`src/rtl/cache_ctrl_pkg.sv`:
```
// Shared definitions for the read-cache refill controller: state encoding,
// tag word layout and the default geometry the derived widths come from.
package cache_ctrl_pkg;

  typedef enum logic [2:0] {
    S_INIT      = 3'd0,
    S_IDLE      = 3'd1,
    S_LOOKUP    = 3'd2,
    S_FILL_REQ  = 3'd3,
    S_FILL_DATA = 3'd4,
    S_TAG_WR    = 3'd5,
    S_RESP      = 3'd6
  } state_e;

  localparam int TAG_VALID_BIT        = 31;
  localparam int DEF_ADDR_WIDTH       = 32;
  localparam int DEF_CLINE_SIZE_WORD  = 4;
  localparam int DEF_CLINE_ADDR_WIDTH = 7;
  localparam int OFFW      = $clog2(DEF_CLINE_SIZE_WORD);
  localparam int TAG_WIDTH = DEF_ADDR_WIDTH - OFFW - DEF_CLINE_ADDR_WIDTH;

  // A single-way cache still needs a one-bit way index.
  function automatic int way_idx_width(input int ways);
    return (ways > 1) ? $clog2(ways) : 1;
  endfunction

endpackage

```
`src/rtl/cache_victim_sel.sv`:
```
// Victim way selection: first invalid way wins, otherwise a round-robin
// pointer that steps once per completed tag write.
module cache_victim_sel
  import cache_ctrl_pkg::*;
#(
  parameter  int NUM_WAYS = 2,
  localparam int WAY_W    = way_idx_width(NUM_WAYS)
) (
  input  logic                clk_i,
  input  logic                rst_ni,
  input  logic [NUM_WAYS-1:0] tag_valid_i,
  input  logic                advance_i,
  output logic [WAY_W-1:0]    victim_o
);

  logic [WAY_W-1:0] rr_ptr_r;

  // Descending scan so the lowest-index invalid way overrides the others.
  always_comb begin
    victim_o = rr_ptr_r;
    for (int i = NUM_WAYS - 1; i >= 0; i--) begin
      victim_o = tag_valid_i[i] ? victim_o : WAY_W'(i);
    end
  end

  // Round-robin pointer, wraps at NUM_WAYS.
  always_ff @(posedge clk_i or negedge rst_ni) begin
    if (!rst_ni) begin
      rr_ptr_r <= '0;
    end else if (advance_i) begin
      rr_ptr_r <= (rr_ptr_r == WAY_W'(NUM_WAYS - 1)) ? '0 : rr_ptr_r + WAY_W'(1);
    end else begin
      rr_ptr_r <= rr_ptr_r;
    end
  end

endmodule

```
`src/rtl/cache_refill_ctrl.sv`:
```
// Set-associative read cache sequencer: lookup, miss refill from memory,
// tag/data SRAM writes, and reset/flush-time tag invalidation.
module cache_refill_ctrl
  import cache_ctrl_pkg::*;
#(
  parameter int NUM_WAYS            = 2,
  parameter int ADDR_WIDTH          = DEF_ADDR_WIDTH,
  parameter int DATA_WIDTH          = 32,
  parameter int CLINE_SIZE_WORD     = DEF_CLINE_SIZE_WORD,
  parameter int CLINE_ADDR_WIDTH    = DEF_CLINE_ADDR_WIDTH,
  parameter int TAG_SRAM_DATA_WIDTH = 32
) (
  input  logic                                            clk_i,
  input  logic                                            rst_ni,
  input  logic                                            flush_i,
  input  logic                                            req_valid_i,
  output logic                                            req_ready_o,
  input  logic [ADDR_WIDTH-1:0]                           req_addr_i,
  output logic                                            rsp_valid_o,
  output logic [DATA_WIDTH-1:0]                           rsp_data_o,
  input  logic                                            hit_i,
  input  logic [NUM_WAYS-1:0]                             way_hit_i,
  input  logic [DATA_WIDTH-1:0]                           hit_data_i,
  input  logic [NUM_WAYS-1:0]                             tag_valid_i,
  output logic [CLINE_ADDR_WIDTH-1:0]                     tag_addr_o,
  output logic [NUM_WAYS-1:0]                             tag_we_o,
  output logic [TAG_SRAM_DATA_WIDTH-1:0]                  tag_wdata_o,
  output logic [CLINE_ADDR_WIDTH+$clog2(CLINE_SIZE_WORD)-1:0] data_addr_o,
  output logic [NUM_WAYS-1:0]                             data_we_o,
  output logic [DATA_WIDTH-1:0]                           data_wdata_o,
  output logic                                            mem_req_valid_o,
  input  logic                                            mem_req_ready_i,
  output logic [ADDR_WIDTH-1:0]                           mem_addr_o,
  input  logic                                            mem_rvalid_i,
  input  logic [DATA_WIDTH-1:0]                           mem_rdata_i
);

  localparam int OFF_W = $clog2(CLINE_SIZE_WORD);
  localparam int TAG_W = ADDR_WIDTH - OFF_W - CLINE_ADDR_WIDTH;
  localparam int WAY_W = way_idx_width(NUM_WAYS);

  localparam logic [2:0] ST_INIT      = S_INIT;
  localparam logic [2:0] ST_IDLE      = S_IDLE;
  localparam logic [2:0] ST_LOOKUP    = S_LOOKUP;
  localparam logic [2:0] ST_FILL_REQ  = S_FILL_REQ;
  localparam logic [2:0] ST_FILL_DATA = S_FILL_DATA;
  localparam logic [2:0] ST_TAG_WR    = S_TAG_WR;
  localparam logic [2:0] ST_RESP      = S_RESP;

  logic [2:0]                     state_r, state_nxt_s;
  logic                           run_r;
  logic [CLINE_ADDR_WIDTH-1:0]    idx_r;
  logic [OFF_W-1:0]               beat_r;
  logic [ADDR_WIDTH-1:0]          addr_r;
  logic [WAY_W-1:0]               victim_r, victim_s;
  logic [DATA_WIDTH-1:0]          rsp_r;
  logic                           pend_r;
  logic                           accept_s, advance_s, flush_take_s, hit_s;
  logic [NUM_WAYS-1:0]            way_mask_s;
  logic [TAG_SRAM_DATA_WIDTH-1:0] tag_word_s;

  logic [CLINE_ADDR_WIDTH-1:0] req_idx_s, lat_idx_s;
  logic [OFF_W-1:0]            req_off_s, lat_off_s;
  logic [TAG_W-1:0]            lat_tag_s;

  assign req_off_s  = req_addr_i[0 +: OFF_W];
  assign req_idx_s  = req_addr_i[OFF_W +: CLINE_ADDR_WIDTH];
  assign lat_off_s  = addr_r[0 +: OFF_W];
  assign lat_idx_s  = addr_r[OFF_W +: CLINE_ADDR_WIDTH];
  assign lat_tag_s  = addr_r[ADDR_WIDTH-1 -: TAG_W];
  // Either hit indication from the way-select datapath counts as a hit.
  assign hit_s      = hit_i | (|way_hit_i);
  assign way_mask_s = NUM_WAYS'(1'b1) << victim_r;

  cache_victim_sel #(
    .NUM_WAYS (NUM_WAYS)
  ) u_victim_sel (
    .clk_i       (clk_i),
    .rst_ni      (rst_ni),
    .tag_valid_i (tag_valid_i),
    .advance_i   (advance_s),
    .victim_o    (victim_s)
  );

  // Tag word for a refilled line: valid bit plus the line tag.
  always_comb begin
    tag_word_s                = '0;
    tag_word_s[TAG_W-1:0]     = lat_tag_s;
    tag_word_s[TAG_VALID_BIT] = 1'b1;
  end

  // Next-state and output decode.
  always_comb begin
    state_nxt_s     = state_r;
    accept_s        = 1'b0;
    advance_s       = 1'b0;
    flush_take_s    = 1'b0;
    req_ready_o     = 1'b0;
    rsp_valid_o     = 1'b0;
    rsp_data_o      = '0;
    tag_addr_o      = '0;
    tag_we_o        = '0;
    tag_wdata_o     = '0;
    data_addr_o     = '0;
    data_we_o       = '0;
    data_wdata_o    = '0;
    mem_req_valid_o = 1'b0;
    mem_addr_o      = '0;
    case (state_r)
      ST_INIT: begin
        tag_addr_o = idx_r;
        // Sweep starts on the first clock after reset release.
        if (run_r) begin
          tag_we_o    = '1;
          state_nxt_s = (idx_r == '1) ? ST_IDLE : ST_INIT;
        end else begin
          state_nxt_s = ST_INIT;
        end
      end
      ST_IDLE: begin
        tag_addr_o  = req_idx_s;
        data_addr_o = {req_idx_s, req_off_s};
        if (flush_i || pend_r) begin
          flush_take_s = 1'b1;
          state_nxt_s  = ST_INIT;
        end else begin
          req_ready_o = 1'b1;
          accept_s    = req_valid_i;
          state_nxt_s = req_valid_i ? ST_LOOKUP : ST_IDLE;
        end
      end
      ST_LOOKUP: begin
        tag_addr_o  = lat_idx_s;
        data_addr_o = {lat_idx_s, lat_off_s};
        if (hit_s) begin
          rsp_valid_o = 1'b1;
          rsp_data_o  = hit_data_i;
          if (flush_i || pend_r) begin
            state_nxt_s = ST_IDLE;
          end else begin
            // Back-to-back accept: SRAM addresses move on to the next request.
            req_ready_o = 1'b1;
            accept_s    = req_valid_i;
            tag_addr_o  = req_idx_s;
            data_addr_o = {req_idx_s, req_off_s};
            state_nxt_s = req_valid_i ? ST_LOOKUP : ST_IDLE;
          end
        end else begin
          state_nxt_s = ST_FILL_REQ;
        end
      end
      ST_FILL_REQ: begin
        mem_req_valid_o = 1'b1;
        mem_addr_o      = {lat_tag_s, lat_idx_s, {OFF_W{1'b0}}};
        state_nxt_s     = mem_req_ready_i ? ST_FILL_DATA : ST_FILL_REQ;
      end
      ST_FILL_DATA: begin
        tag_addr_o   = lat_idx_s;
        data_addr_o  = {lat_idx_s, beat_r};
        data_wdata_o = mem_rdata_i;
        if (mem_rvalid_i) begin
          data_we_o   = way_mask_s;
          state_nxt_s = (beat_r == OFF_W'(CLINE_SIZE_WORD - 1)) ? ST_TAG_WR : ST_FILL_DATA;
        end else begin
          state_nxt_s = ST_FILL_DATA;
        end
      end
      ST_TAG_WR: begin
        tag_addr_o  = lat_idx_s;
        tag_we_o    = way_mask_s;
        tag_wdata_o = tag_word_s;
        advance_s   = 1'b1;
        state_nxt_s = ST_RESP;
      end
      ST_RESP: begin
        rsp_valid_o = 1'b1;
        rsp_data_o  = rsp_r;
        state_nxt_s = ST_IDLE;
      end
      default: begin
        state_nxt_s = ST_INIT;
      end
    endcase
  end

  // Controller state, counters and latched request context.
  always_ff @(posedge clk_i or negedge rst_ni) begin
    if (!rst_ni) begin
      state_r  <= ST_INIT;
      run_r    <= 1'b0;
      idx_r    <= '0;
      beat_r   <= '0;
      addr_r   <= '0;
      victim_r <= '0;
      rsp_r    <= '0;
      pend_r   <= 1'b0;
    end else begin
      state_r <= state_nxt_s;
      run_r   <= 1'b1;
      idx_r   <= (state_r == ST_INIT && run_r) ? idx_r + CLINE_ADDR_WIDTH'(1) : idx_r;
      addr_r  <= accept_s ? req_addr_i : addr_r;
      victim_r <= (state_r == ST_LOOKUP && !hit_s) ? victim_s : victim_r;
      if (state_r == ST_FILL_REQ) begin
        beat_r <= '0;
      end else if (state_r == ST_FILL_DATA && mem_rvalid_i) begin
        beat_r <= beat_r + OFF_W'(1);
      end else begin
        beat_r <= beat_r;
      end
      if (state_r == ST_FILL_DATA && mem_rvalid_i && beat_r == lat_off_s) begin
        rsp_r <= mem_rdata_i;
      end else begin
        rsp_r <= rsp_r;
      end
      // A flush seen outside IDLE waits until the controller is idle again.
      if (flush_take_s) begin
        pend_r <= 1'b0;
      end else if (flush_i) begin
        pend_r <= 1'b1;
      end else begin
        pend_r <= pend_r;
      end
    end
  end

endmodule

```
`config.mk`:
```
export PLATFORM = sky130hd
export DESIGN_NAME = cache_refill_ctrl
export DESIGN_NICKNAME = d
export VERILOG_FILES = /design/src/rtl/cache_ctrl_pkg.sv /design/src/rtl/cache_victim_sel.sv /design/src/rtl/cache_refill_ctrl.sv
export SDC_FILE = /design/constraint.sdc
export NUM_CORES = 1
export LEC_CHECK = 0
export ABC_AREA = 1
export ABC_CLOCK_PERIOD_IN_PS = 3000
export CAP_MARGIN = 20
export CORE_MARGIN = 3
export CORE_UTILIZATION = 44
export DETAILED_ROUTE_END_ITERATION = 12
export PLACE_DENSITY_LB_ADDON = 0.1
export SLEW_MARGIN = 20
export SYNTH_ARGS = -nofsm -noshare
export SYNTH_HDL_FRONTEND = slang
export SYNTH_SLANG_ARGS = --single-unit
```
`constraint.sdc`:
```
create_clock -name clk_i -period 3 [get_ports clk_i]
set_input_delay 0.45 -clock clk_i [delete_from_list [all_inputs] [get_ports clk_i]]
set_output_delay 0.45 -clock clk_i [all_outputs]
set_load 0.05 [all_outputs]
```
# After elaboration in Yosys (flattened, before gate mapping)
# Index checks and enable logic that the tools add are counted.
# word_totals
ff_bits	80
in_bits	107
out_inout_bits	151
elab_cells	78
# classes
addsub	3
n_eq_ne	9
n_shift	1
n_mux	44
n_bitwise	1
n_reduce_logical	11
# op_table
cell	n
2-to-1 mux 32 bit	4
one-hot mux 32 bit (2 select lines)	1
one-hot mux 7 bit (4 select lines)	1
one-hot mux 9 bit (3 select lines)	1
one-hot mux 3 bit (7 select lines)	1
2-to-1 mux 1 bit	18
2-to-1 mux 9 bit	2
2-to-1 mux 2 bit	8
2-to-1 mux 7 bit	2
equality test 3 bit (second input constant)	3
adder 7 x 1 -> 7 bit (second input constant)	1
equality test 7 bit (second input constant)	1
equality test 3 x 2 -> 1 bit (second input constant)	2
2-to-1 mux 3 bit	2
one-hot mux 1 bit (2 select lines)	3
logical AND 1 bit	4
one-hot mux 2 bit (2 select lines)	1
nonzero test 2 bit	2
OR reduction 2 bit	2
equality test 3 x 1 -> 1 bit (second input constant)	1
zero test 3 bit	1
adder 2 x 1 -> 2 bit (second input constant)	1
equality test 2 bit	1
equality test 2 bit (second input constant)	1
5 further kinds	5

# Longest topological paths before layout
# depth
ltp_word	4
ltp_mapped	8
mapped_depth_nobuf	7

# Modules after synthesis
# From an unflattened synthesis, not the netlist that was laid out.
# hier_totals
hier_cells	794
area_unflattened_um2	5028.6
# modules_own_cells
module	instances	cells_each	area_each_um2	seq_area_each_um2
cache_refill_ctrl	1	786	4972.3	1976.9
cache_victim_sel	1	8	56.3	25.0

# Worst setup path after synthesis
# No wires, ideal clock.
# synth_timing
path_kind	register to output
from	reg state_r[2]
to	out mem_addr_o[10]
t_arrival_ns	2.260
setup_slack_ns	0.290
path_stages_with_launch	5
path_cell_list	dfrtp_1 > nor2_1 > inv_2 > buf_2 > nor2_1
# synth_via
elab_chain_cells	2
# synth_lines
item	line_no	source
start, declared	cache_refill_ctrl.sv:50	logic [2:0] state_r, state_nxt_s;
start signal, assigned	cache_refill_ctrl.sv:198	state_r <= state_nxt_s;
equality test 3 x 2 -> 1 bit	cache_refill_ctrl.sv:109	case (state_r)
2-to-1 mux 32 bit	cache_refill_ctrl.sv:109	
end, declared	cache_refill_ctrl.sv:33	output logic [ADDR_WIDTH-1:0] mem_addr_o,
# No other way between the ends.

# Worst setup path in the final report
# layout_timing
from	reg state_r[2]
to	out mem_addr_o[13]
# The elaborated chain is that of the path after synthesis.

==> metrics.md <==
| Metric | Value |
|---|---|
| Status | `complete, no violations` |
| Setup violations, final | `0` |
| Initial Utilization | `between 40% and 50%` |
| P&R area growth vs syn | `66.5%` |
| Post-Route WL | `16,900 um` |
| Largest cells by area after synthesis | `dfrtp_1 40%, nand2_1 23%, nand3_1 10%` |
| Critical-path cell list | `nor2_1 -> inv_2 -> nor2_1 -> clkdlybuf4s50_1` |
| Yosys top cell area share | `about two fifths` |
| Reg2Reg Depth | `8` |
| Synthesized area | `0.00503 mm2` |
| Final hold violation count | `0` |
| GR Overflow Total | `0` |
| # diodes | `0` |
| Fin crit period | `a little under 3 ns` |
| First-pass GRT wire length | `roughly 27,000 um` |
| Reg2Reg Setup Slack | `between 1 and 1.5 ns` |
| RSZ-0062 raised after global routing | `false` |
| Final Cycle Share | `just under 100%` |
| Critical Path Start Type | `flop` |
| Crit-path most repeated cell | `nor2_1` |
| Routed via count | `about 5,700` |
| FF-to-FF Start | `state_r[0]` |
| Leakage power | `4.26 nW` |
| CTS tree | `yes` |
| Netlist cell types | `29` |
| CP max stage delay | `approximately 0.83 ns` |
| Top cells by count, synth | `303 x nand2_1, 105 x nand3_1, 103 x inv_1` |
| # hold bufs at CTS | `0` |
| Worst slew pin tran | `between 0.7 and 0.8 ns` |
| Rel. slew slack | `50.5%` |
| Critical Path RT | `around 2.6 ns` |
| Max Slew Vio Count | `0` |
| Largest net degree at the start of global routing | `slightly above 80` |
| # H-tree levels | `3` |
| Post-route DRC | `0` |
| GRT Resource Usage Total | `25.9%` |
| Die area | `between 0.01 and 0.015 mm2` |
| IO Port Bufs | `247` |
| I/O pin total | `around 260` |
| Max Root-Sink Buffers | `2` |
| Family with the most delay on the worst path | `buffers and inverters` |
| Post-synthesis sequential area ratio | `between 30% and 40%` |
| Clock Skew | `around 0.013 ns` |
| Mapped Avg Cell Area | `~6.4 um2` |
| Power Dens Cells | `393 mW/mm2` |
| Fmax | `roughly 340 MHz` |
| Initial DRC count | `between 300 and 400` |
| Synth Warn # | `0` |
| MaxCap Viol Count | `0` |
| Layout Nets | `between 1,000 and 1,500` |
| GPL Wtd Cong | `around 0.91` |
| Yosys top cell by area | `dfrtp_1` |
| Most used DFF post-synth | `dfrtp_1` |
| Aggregate negative setup slack | `0 ns` |
| Fraction of layout cells with a size suffix above 1 | `9.50%` |
| WP data arrival | `2.47 ns` |
| CP Max Fanout | `34` |
| Filler cells | `between 800 and 900` |
| Clk slew on worst S/H paths | `0.06 ns` |
| TritonCTS sink count | `80` |
| Total CTS buffers | `9` |
| Critical setup path kind | `reg -> out` |
| Die width | `between 100 and 150 um` |
| DP HPWL | `12,700 um` |
| Worst hold path class | `in -> async` |
| WL per Instance | `between 10 and 15 um` |
| Core area | `between 0.01 and 0.015 mm2` |
| Number of flops mapped to enable cells by yosys | `0` |
| R2R Path End | `addr_r[19]` |
| Seq cells post-synth | `80` |
| Site row count | `38` |
| Async S/R FF share, synth | `100%` |
| Die Height | `approximately 110 um` |
| Slowest cell on crit path | `clkdlybuf4s50_1` |
| Element type at the critical path end | `primary output` |
| DP Area | `approximately 0.0080 mm2` |
| Final instance area | `between 0.008 and 0.009 mm2` |
| Worst VDD drop | `~0.35 mV` |
| Clk root buf | `clkbuf_16` |
| Final ANT Viol Nets | `0` |
| Vias per cell | `roughly 5` |
| Initial antenna violation count | `0` |
| Cell count after synthesis | `~790` |
| Drt pass-1 iters | `5` |
| Number of global-route vias before repair | `approximately 5,400` |
| Clk Latency, worst-skew pair | `between 0.3 and 0.4 ns` |
| Cell with the most instances after synthesis | `nand2_1` |
| Bufs and invs on worst path | `2` |
through the flow:
stage	hold slack [ns]	setup WS, ns	utilization (%)	instances	total power, mW
after floorplan	0.154	0.290	-	794	1.65
after global placement	0.454	0.446	72.9	1146	2.06
after detailed placement	0.458	0.396	72.9	1146	2.07
after CTS	0.337	0.0406	75.9	1161	3.31
after global routing	0.201	0.00202	76.0	1161	3.43
final	0.138	0.0835	76.0	1161	3.30
state kept, by name, indices dropped and copies added (netlist names):
| register | flops |
|---|---|
| u_victim_sel.rr_ptr_r | 1 |
| state_r | 3 |
| beat_r | 2 |
| pend_r | 1 |
| run_r | 1 |
| addr_r | 32 |
| victim_r | 1 |
| idx_r | 7 |
| rsp_r | 32 |
where the power goes:
| group | leakage [nW] | switching, mW | internal [mW] |
|---|---|---|---|
| Sequential | 1.08 | 0.0792 | 1.16 |
| Clock | 0.159 | 0.424 | 0.810 |
| Combinational | 3.01 | 0.451 | 0.373 |
| Total | 4.26 | 0.955 | 2.34 |
how the worst max path moves through the flow:
stage / cells after the start / startpoint / endpoint
after floorplan: 4 / state_r[2] / mem_addr_o[10]
after global placement: 5 / state_r[2] / tag_we_o[1]
after detailed placement: 5 / state_r[2] / tag_we_o[1]
after CTS: 5 / state_r[2] / tag_we_o[1]
after global routing: 5 / state_r[2] / tag_wdata_o[4]
final: 4 / state_r[2] / mem_addr_o[13]
cell type report:
| type | count | area, um2 | share of cell area, % |
|---|---|---|---|
| clock inverter | 5 | 106 | 1.27 |
| tap | 140 | 175 | 2.09 |
| multi-input combinational | 557 | 2370 | 28.2 |
| timing repair buffer | 259 | 3090 | 36.9 |
| inverter | 110 | 413 | 4.93 |
| clock buffer | 10 | 229 | 2.73 |
| sequential | 80 | 2000 | 23.9 |
logic make-up after synthesis:
family                   Yosys count  share of synthesized area [%]
buffers and inverters            157                           13.9
flip-flops                        80                           39.8
other                              2                          0.149
AND/OR/NAND/NOR                  522                           43.0
XOR/XNOR                           5                          0.870
adder cells (fa/ha/maj)            2                          0.497
AO/OA/AOI/OAI                     17                           1.79
per-layer routing:
layer	GRT usage [%]	part of all wire (%)	wire, um	up-vias
met5	0	0	0	-
met2	46.1	50	8460	251
met1	32.7	41	6990	2604
met3	5.83	7.7	1300	16
met4	4.41	0.93	157	0
li1	-	-	-	2798
timing repair:
action                                  CTS  global route
gates resized for setup                   0             2
endpoints found under the setup margin    0             2
buffers inserted                          0             0
cells in the final DEF (no fill, tap or decap):
master / Yosys / routed
nand2_1: 303 / 303
clkdlybuf4s50_1: 0 / 192
nand3_1: 105 / 105
inv_1: 103 / 103
nor2_1: 99 / 99
dfrtp_1: 80 / 80
buf_12: 0 / 52
buf_4: 15 / 12
o21ai_0: 11 / 11
conb_1: 2 / 11
clkbuf_16: 0 / 9
inv_2: 6 / 6
a21oi_1: 4 / 4
xor2_1: 4 / 4
nand3_2: 3 / 3
nand2_2: 3 / 3
bufinv_16: 0 / 3
nor2_4: 2 / 2
nor2_2: 2 / 2
ha_1: 2 / 2
dlymetal6s2s_1: 0 / 2
nor3_1: 1 / 1
a21boi_0: 1 / 1
clkinv_1: 1 / 1
nor2_8: 1 / 1
xnor2_1: 1 / 1
o21bai_1: 1 / 1
and2_1: 1 / 1
nand2_4: 1 / 1
nand4_1: 1 / 1
clkinv_4: 0 / 1
clkinvlp_4: 0 / 1
clkbuf_1: 3 / 1
buf_6: 3 / 1
worst reg2reg max path: cells and delay by family, from the launching register on:
family                 cells  cell delay, ns
buffers and inverters      2            0.32
DFF                        1            0.43
and+or+nand+nor            6            1.05
(Power assumes the default switching activity.)
